[config.mk]
export PLATFORM = sky130hd
export DESIGN_NAME = uart_tx_arbiter
export DESIGN_NICKNAME = d
export VERILOG_FILES = /design/src/rtl/uart_arb_pkg.sv /design/src/rtl/rr_pick.sv /design/src/rtl/uart_tx_arbiter.sv
export SDC_FILE = /design/constraint.sdc
export NUM_CORES = 1
export LEC_CHECK = 0
export ABC_CLOCK_PERIOD_IN_PS = 1930
export CAP_MARGIN = 20
export CORE_ASPECT_RATIO = 0.9
export CORE_MARGIN = 5
export CORE_UTILIZATION = 43
export CTS_CLUSTER_DIAMETER = 100
export DETAILED_ROUTE_END_ITERATION = 7
export GPL_TIMING_DRIVEN = 0
export PLACE_DENSITY = 0.85
export SLEW_MARGIN = 20
export SYNTH_ARGS = -nofsm -noshare
export SYNTH_HDL_FRONTEND = slang
export SYNTH_SLANG_ARGS = --single-unit
[constraint.sdc]
create_clock -name clk -period 1.93 [get_ports clk]
set_input_delay 0.386 -clock clk [delete_from_list [all_inputs] [get_ports clk]]
set_output_delay 0.386 -clock clk [all_outputs]
set_load 0.1 [all_outputs]
[src/rtl/uart_arb_pkg.sv]
// rtl/uart_arb_pkg.sv - shared types and constants for the UART TX push-port arbiter
package uart_arb_pkg;

  typedef enum logic {
    ST_IDLE  = 1'b0,
    ST_GRANT = 1'b1
  } arb_state_t;

  localparam int N_REQ_DEF   = 4;
  localparam int TIMEOUT_DEF = 1_000_000;

  localparam int REQ_WATCH     = 0;
  localparam int REQ_STOPWATCH = 1;
  localparam int REQ_SONIC     = 2;
  localparam int REQ_DHT11     = 3;

endpackage

[src/rtl/rr_pick.sv]
// rtl/rr_pick.sv - combinational round-robin pick: first set request above ptr, wrapping
module rr_pick #(
  parameter int N_REQ = 4,
  parameter int PTR_W = $clog2(N_REQ)
) (
  input  logic [N_REQ-1:0] req,
  input  logic [PTR_W-1:0] ptr,
  output logic [N_REQ-1:0] pick,
  output logic             valid
);

  logic [N_REQ-1:0] w_hi;
  logic [N_REQ-1:0] w_src;

  // Requests strictly above ptr win; otherwise wrap to the lowest request overall.
  always_comb begin
    w_hi = '0;
    for (int i = 0; i < N_REQ; i++) begin
      w_hi[i] = req[i] & (PTR_W'(i) > ptr);
    end
    w_src = (w_hi != '0) ? w_hi : req;
    pick  = '0;
    for (int i = N_REQ - 1; i >= 0; i--) begin
      if (w_src[i]) begin
        pick    = '0;
        pick[i] = 1'b1;
      end
    end
  end

  assign valid = |req;

endmodule

[src/rtl/uart_tx_arbiter.sv]
// rtl/uart_tx_arbiter.sv - frame-granular round-robin arbiter for the UART TX FIFO push port
module uart_tx_arbiter
  import uart_arb_pkg::*;
#(
  parameter int N_REQ   = N_REQ_DEF,
  parameter int TIMEOUT = TIMEOUT_DEF,
  parameter int TO_W    = $clog2(TIMEOUT + 1)
) (
  input  logic               clk,
  input  logic               rst,
  input  logic [N_REQ-1:0]   req_valid,
  input  logic [8*N_REQ-1:0] req_data,
  input  logic [N_REQ-1:0]   req_last,
  output logic [N_REQ-1:0]   req_ready,
  input  logic               tx_full,
  output logic               tx_push,
  output logic [7:0]         tx_push_data,
  output logic [N_REQ-1:0]   grant,
  output logic               busy,
  output logic               abort
);

  localparam int PTR_W = $clog2(N_REQ);

  arb_state_t       r_state, w_state_nxt;
  logic [N_REQ-1:0] r_grant, w_grant_nxt;
  logic [PTR_W-1:0] r_rr_ptr, w_rr_ptr_nxt;
  logic             r_push, w_push_nxt;
  logic [7:0]       r_push_data, w_push_data_nxt;
  logic             r_abort, w_abort_nxt;
  logic [TO_W-1:0]  r_wd, w_wd_nxt;

  logic [N_REQ-1:0] w_pick;
  logic             w_pick_valid;
  logic [PTR_W-1:0] w_owner;
  logic [7:0]       w_own_data;
  logic             w_own_valid;
  logic             w_own_last;
  logic             w_xfer;

  rr_pick #(
    .N_REQ(N_REQ),
    .PTR_W(PTR_W)
  ) u_rr_pick (
    .req  (req_valid),
    .ptr  (r_rr_ptr),
    .pick (w_pick),
    .valid(w_pick_valid)
  );

  always_comb begin
    w_owner    = '0;
    w_own_data = '0;
    for (int i = 0; i < N_REQ; i++) begin
      if (r_grant[i]) begin
        w_owner    = PTR_W'(i);
        w_own_data = req_data[8*i +: 8];
      end
    end
  end

  assign w_own_valid = |(req_valid & r_grant);
  assign w_own_last  = |(req_last & r_grant);
  // The ~r_push term hides the FIFO's one-cycle lag in updating tx_full.
  assign w_xfer      = (r_state == ST_GRANT) & w_own_valid & ~tx_full & ~r_push;
  assign req_ready   = ((r_state == ST_GRANT) && !rst && !tx_full && !r_push) ?
                       (req_valid & r_grant) : '0;

  always_comb begin
    w_state_nxt     = r_state;
    w_grant_nxt     = r_grant;
    w_rr_ptr_nxt    = r_rr_ptr;
    w_push_nxt      = 1'b0;
    w_push_data_nxt = r_push_data;
    w_abort_nxt     = 1'b0;
    w_wd_nxt        = r_wd;
    case (r_state)
      ST_IDLE: begin
        w_wd_nxt = '0;
        if (w_pick_valid) begin
          w_state_nxt = ST_GRANT;
          w_grant_nxt = w_pick;
        end
      end
      ST_GRANT: begin
        if (w_xfer) begin
          w_push_nxt      = 1'b1;
          w_push_data_nxt = w_own_data;
          w_wd_nxt        = '0;
          if (w_own_last) begin
            w_state_nxt  = ST_IDLE;
            w_grant_nxt  = '0;
            w_rr_ptr_nxt = w_owner;
          end
        end else if (!w_own_valid) begin
          // Only a silent owner ages the watchdog; tx_full stalls leave it untouched.
          if (r_wd == TO_W'(TIMEOUT - 1)) begin
            w_abort_nxt  = 1'b1;
            w_state_nxt  = ST_IDLE;
            w_grant_nxt  = '0;
            w_rr_ptr_nxt = w_owner;
            w_wd_nxt     = '0;
          end else begin
            w_wd_nxt = r_wd + TO_W'(1);
          end
        end
      end
      default: w_state_nxt = ST_IDLE;
    endcase
  end

  always_ff @(posedge clk or posedge rst) begin
    if (rst) begin
      r_state     <= ST_IDLE;
      r_grant     <= '0;
      r_rr_ptr    <= PTR_W'(N_REQ - 1);
      r_push      <= 1'b0;
      r_push_data <= '0;
      r_abort     <= 1'b0;
      r_wd        <= '0;
    end else begin
      r_state     <= w_state_nxt;
      r_grant     <= w_grant_nxt;
      r_rr_ptr    <= w_rr_ptr_nxt;
      r_push      <= w_push_nxt;
      r_push_data <= w_push_data_nxt;
      r_abort     <= w_abort_nxt;
      r_wd        <= w_wd_nxt;
    end
  end

  assign grant        = r_grant;
  assign busy         = (r_state == ST_GRANT);
  assign tx_push      = r_push;
  assign tx_push_data = r_push_data;
  assign abort        = r_abort;

endmodule

## Word-level counts from Yosys, hierarchy flattened

Index checks and enable logic that the tools add are counted.

| storage, ports and cells | value |
|---|---|
| output and inout bits | 19 |
| register bits | 37 |
| memory bits (read-only) | 0 |
| bits in latches | 0 |
| memories | 0 |
| RAM bits | 0 |
| word-level logic and storage cells | 84 |

| operators by class | value |
|---|---|
| div/mod/pow operators | 0 |
| equality and inequality tests | 7 |
| shift-type cells | 0 |
| bitwise gates (word level) | 12 |
| multiplexer cells | 39 |
| reduce and logical (&&, ||, !) cells | 14 |
| multiply operators | 0 |
| $add $sub $neg | 1 |
| magnitude comparators | 4 |

Operators by type and width:

| operator | number |
|---|---|
| $mux 20 | 3 |
| $mux 4 | 11 |
| $pmux 20 s2 | 1 |
| $mux 8 | 4 |
| $add 20x1->20 const B | 1 |
| $eq 20x20->1 const B | 1 |
| $mux 1 | 12 |
| $mux 2 | 6 |
| $reduce_or 4->1 | 3 |
| $and 4x4->4 | 2 |
| $pmux 4 s2 | 1 |
| $reduce_and 4->1 | 2 |
| $and 1x1->1 | 7 |
| $gt 1x2->1 const A | 2 |
| $gt 2x2->1 const A | 2 |
| $ne 2x1->1 const B | 2 |
| $reduce_bool 4->1 | 1 |
| $logic_and 1x1->1 | 3 |
| $logic_not 1->1 | 3 |
| $ne 3x1->1 const B | 1 |
| $ne 3x2->1 const B | 1 |
| $ne 3x3->1 const B | 1 |
| $not 1->1 | 3 |
| $ne 2x2->1 const B | 1 |
| other kinds (3) | 3 |

## Depth between registers and ports, before layout

| depth | value |
|---|---|
| depth after elaboration | 10 |
| gate-level depth with buffers | 7 |

## Hierarchy

From an unflattened synthesis, not the netlist that was laid out.

| unflattened totals | value |
|---|---|
| cells, all modules | 243 |
| area total of the unflattened synthesis | 2258.4 um^2 |

By module, submodules not included:

| module | cells each | area each (um^2) | seq. area each (um^2) | times used |
|---|---|---|---|---|
| uart_tx_arbiter | 224 | 2143.3 | 928.4 | 1 |
| rr_pick | 19 | 115.1 | 0.0 | 1 |

## Worst setup path before layout

No wires, ideal clock.

| timing | value |
|---|---|
| path type | register -> output |
| from | register r_state, in the netlist busy |
| to | output req_ready[0] |
| data arrival time | 2.869 ns |
| path buffers | 0 |
| cell stages (with the launch flop) | 4 |
| setup slack | -1.325 ns |
| path through | dfrtp_1 > or3b_1 > nand2b_1 > nor2_1 |

| between the ends | value |
|---|---|
| word-level cells in the longest chain between the ends | 4 |

RTL lines:

| what | line | RTL |
|---|---|---|
| start, declared | uart_tx_arbiter.sv:25 | `arb_state_t r_state, w_state_nxt;` |
| start signal, assigned | uart_tx_arbiter.sv:122 | `r_state <= w_state_nxt;` |
| $logic_and 1x1->1 (3 in series) | uart_tx_arbiter.sv:66 | `assign req_ready = ((r_state == ST_GRANT) && !rst && !tx_full && !r_push) ?` |
| $mux 4 | uart_tx_arbiter.sv:66 |  |
| end, declared | uart_tx_arbiter.sv:14 | `output logic [N_REQ-1:0] req_ready,` |

No other way between the ends.

## Worst setup path in the final report

| timing | value |
|---|---|
| from | register r_push, in the netlist tx_push |
| to | output req_ready[3] |

| between the ends | value |
|---|---|
| word-level cells in the longest chain between the ends | 3 |

RTL lines:

| what | line | RTL |
|---|---|---|
| start, declared | uart_tx_arbiter.sv:28 | `logic r_push, w_push_nxt;` |
| start signal, assigned | uart_tx_arbiter.sv:125 | `r_push <= w_push_nxt;` |
| $logic_not 1->1 | uart_tx_arbiter.sv:66 |  |
| $logic_and 1x1->1 | uart_tx_arbiter.sv:66 |  |
| $mux 4 | uart_tx_arbiter.sv:66 |  |

No other way between the ends.

==> metrics.txt <==
core area 4890 µm²; Post-synth top cells nor2_1 (38), dfrtp_1 (35), a21oi_1 (15); share of the yosys chip area belonging to registers 42.6%; Skew-Pair Late Insertion Delay 0.30 ns; first-pass iteration count of the detailed router 6; fmax 481 MHz; DRT Wirelength 7190 µm; worst vdd ir 932 µV; endpoint type of the worst setup path primary output; CTS H-tree depth 2; CP Cell Sequence or3b_4 -> nand2b_4 -> nor2_4 -> buf_12; WS Path Type register to primary output; clock slew at reported path FFs 0.07 ns; ANT nets after route 0; CTS Sinks 37; Post-DP HPWL 4620 µm; Mapped Area 2180 µm²; Synth Instances 238; crit path launch tx_push; final setup fails 5; vias in the first global route 2284; first-pass GRT wire length 10900 µm; max_slew headroom 35.1%; period utilization 108%; cell taking the most area after synthesis dfrtp_1; Pwr Total 4.62 mW; pin count of the biggest net entering global routing 20; crit path DAT 1.69 ns; Vias 2361; synth top area cells dfrtp_1 (40%), nor2_1 (6.5%), a22oi_1 (4.1%); r2r startpoint r_wd[8]; initial DRC count 209; Yosys reg bits 37; Worst Skew 0.0104 ns; Min-Delay Startpoint tx_push_data[4]; minimum clock period 2.08 ns; layout cells sized above 1 27.4%; Post-synth EDFFs 0; outcome complete, but fails checks; CTS tree built; delay of the slowest critical-path stage 0.48 ns; root buf cell clkbuf_8; Final Net Count 368; FFs w/ async S/R, synth 100%; syn_nets 282; min-delay worst type register to register; slowest cell on the critical path dfrtp_4; post-detailed-route wirelength per cell 18.4 µm; Die Y 77.5 µm; cell depth of the worst flop-to-flop path 8; Critical Path Start Type register; Die W 85.0 µm; DP Area 2930 µm²; initial antenna violation count 0; worst hold stages 2; CTS buffer count 5; RSZ-0062 raised after global routing true; Synth top area share 40.2%; Final Worst Setup Slack -0.149 ns; Hold Vio Cnt, Final 0; Final Cell Area 3310 µm²; grt total ovfl 0; Synth warnings 0; number of distinct library cells after synthesis 51; ys flop type dfrtp_1; leakage power 1.36 nW; most numerous cell in the Yosys netlist nor2_1; P&R area growth vs syn 51.9%; failing checks setup timing; initial core utilization 44.5%; Max clock buf depth 2; number of fill cells 384; crit-path max FO 4; Remaining DRCs 0; # IOs 62; Slew Limit Fails 0; die footprint 6590 µm²; Buffers on Ports 61; row cnt 24; GRT Total Usage 20.5%; Via density 6.05; MaxCap Viol Count 0; WP data required 1.54 ns; Syn Area/Cell 9.16 µm²; GPL Wtd Cong 0.886; Slew @ Worst Pin 0.977 ns; ANT cells 0; Pwr Density 1390 nW/µm²
[power by group]
group / switching [mW] / total [mW] / internal (mW)
Combinational: 1.93 / 2.81 / 0.884
Sequential: 0.235 / 1.25 / 1.02
Clock: 0.301 / 0.550 / 0.249
Total: 2.46 / 4.62 / 2.15
[cells by family after synthesis]
logic type      Yosys count  share of synthesized area, %
simple gates            100                          24.3
compound gates           67                          22.2
flops                    37                          42.6
buf+inv                  21                          5.45
xor+xnor                 10                          4.02
mux                       2                         0.919
fa+ha+maj                 1                         0.574
[metrics by stage]
step	instances	setup TNS, ns	utilization (%)	setup WS, ns	hold WS [ns]
2_1_floorplan	238	-0.785	-	-0.204	0.361
3_3_place_gp	364	-16.03	59.9	-1.59	0.506
3_5_place_dp	364	-17.28	59.9	-1.59	0.525
4_1_cts	380	-0.689	64.5	-0.150	0.536
5_1_grt	390	-1.64	67.6	-0.200	0.551
6_report	390	-0.592	67.6	-0.149	0.537
[worst max-delay path: cells and delay by family, from the launching register on]
family | cells | cell delay, ns
flops | 1 | 0.48
buf+inv | 1 | 0.18
simple gates | 3 | 0.73
[cells in the final DEF (no fill, tap or decap), types with 5 or more instances in the layout]
master,Yosys,final
clkdlybuf4s50_1,0,37
nor2_1,38,34
dfrtp_1,35,26
buf_4,0,15
a21oi_1,15,13
nand2_1,12,11
inv_1,11,10
nand4_1,10,10
a22oi_1,12,10
nand3_1,9,9
xor2_1,8,8
a221oi_1,8,8
dlygate4sd2_1,0,7
a31oi_1,6,6
clkbuf_8,2,6
dfrtp_2,0,6
clkdlybuf4s15_2,0,6
o21ai_0,7,5
[what timing repair did]
item | 4_1_cts | 5_1_grt
pin swaps | 5 | 9
hold buffers | 0 | 0
resized for setup | 80 | 33
gates cloned | 2 | 1
setup endpoints to repair | 44 | 43
buffers inserted | 6 | 9
[layout make-up]
type	count	area, µm²	area share [%]
Sequential cell	37	947	28.6
Tap cell	65	81.3	2.46
Buffer	10	88.8	2.68
Timing Repair inverter	1	5.00	0.151
Timing Repair Buffer	77	759	22.9
Clock inverter	3	17.5	0.529
Clock buffer	5	68.8	2.08
Inverter	11	45.0	1.36
Multi-Input combinational cell	181	1300	39.2
[state kept, by name (all words and copies together), names as in the netlist]
register and flops:
abort 1, busy 1, grant 4, r_rr_ptr 2, r_wd 20, tx_push 1
tx_push_data 8
[per-layer routing]
layer	global-route usage, %	up-vias	share of wire (%)
li1	-	1070	-
met1	25.7	1121	38
met2	33.2	136	50
met3	6.67	34	8.8
met4	6.80	0	3.0
met5	0	-	0
[path summary, 6_finish.rpt]
| kind | endpoint | slack [ns] |
|---|---|---|
| hold / removal | tx_push_data[4] | 0.54 |
| setup / recovery | req_ready[3] | -0.15 |
| hold reg to reg | tx_push_data[4] | 0.54 |
| setup reg to reg | r_wd[10] | -0.01 |
| min in group asynchronous | r_wd[6] | 0.64 |
| max in group asynchronous | grant[3] | 0.70 |
No activity file was read; power rests on OpenSTA's default activity.
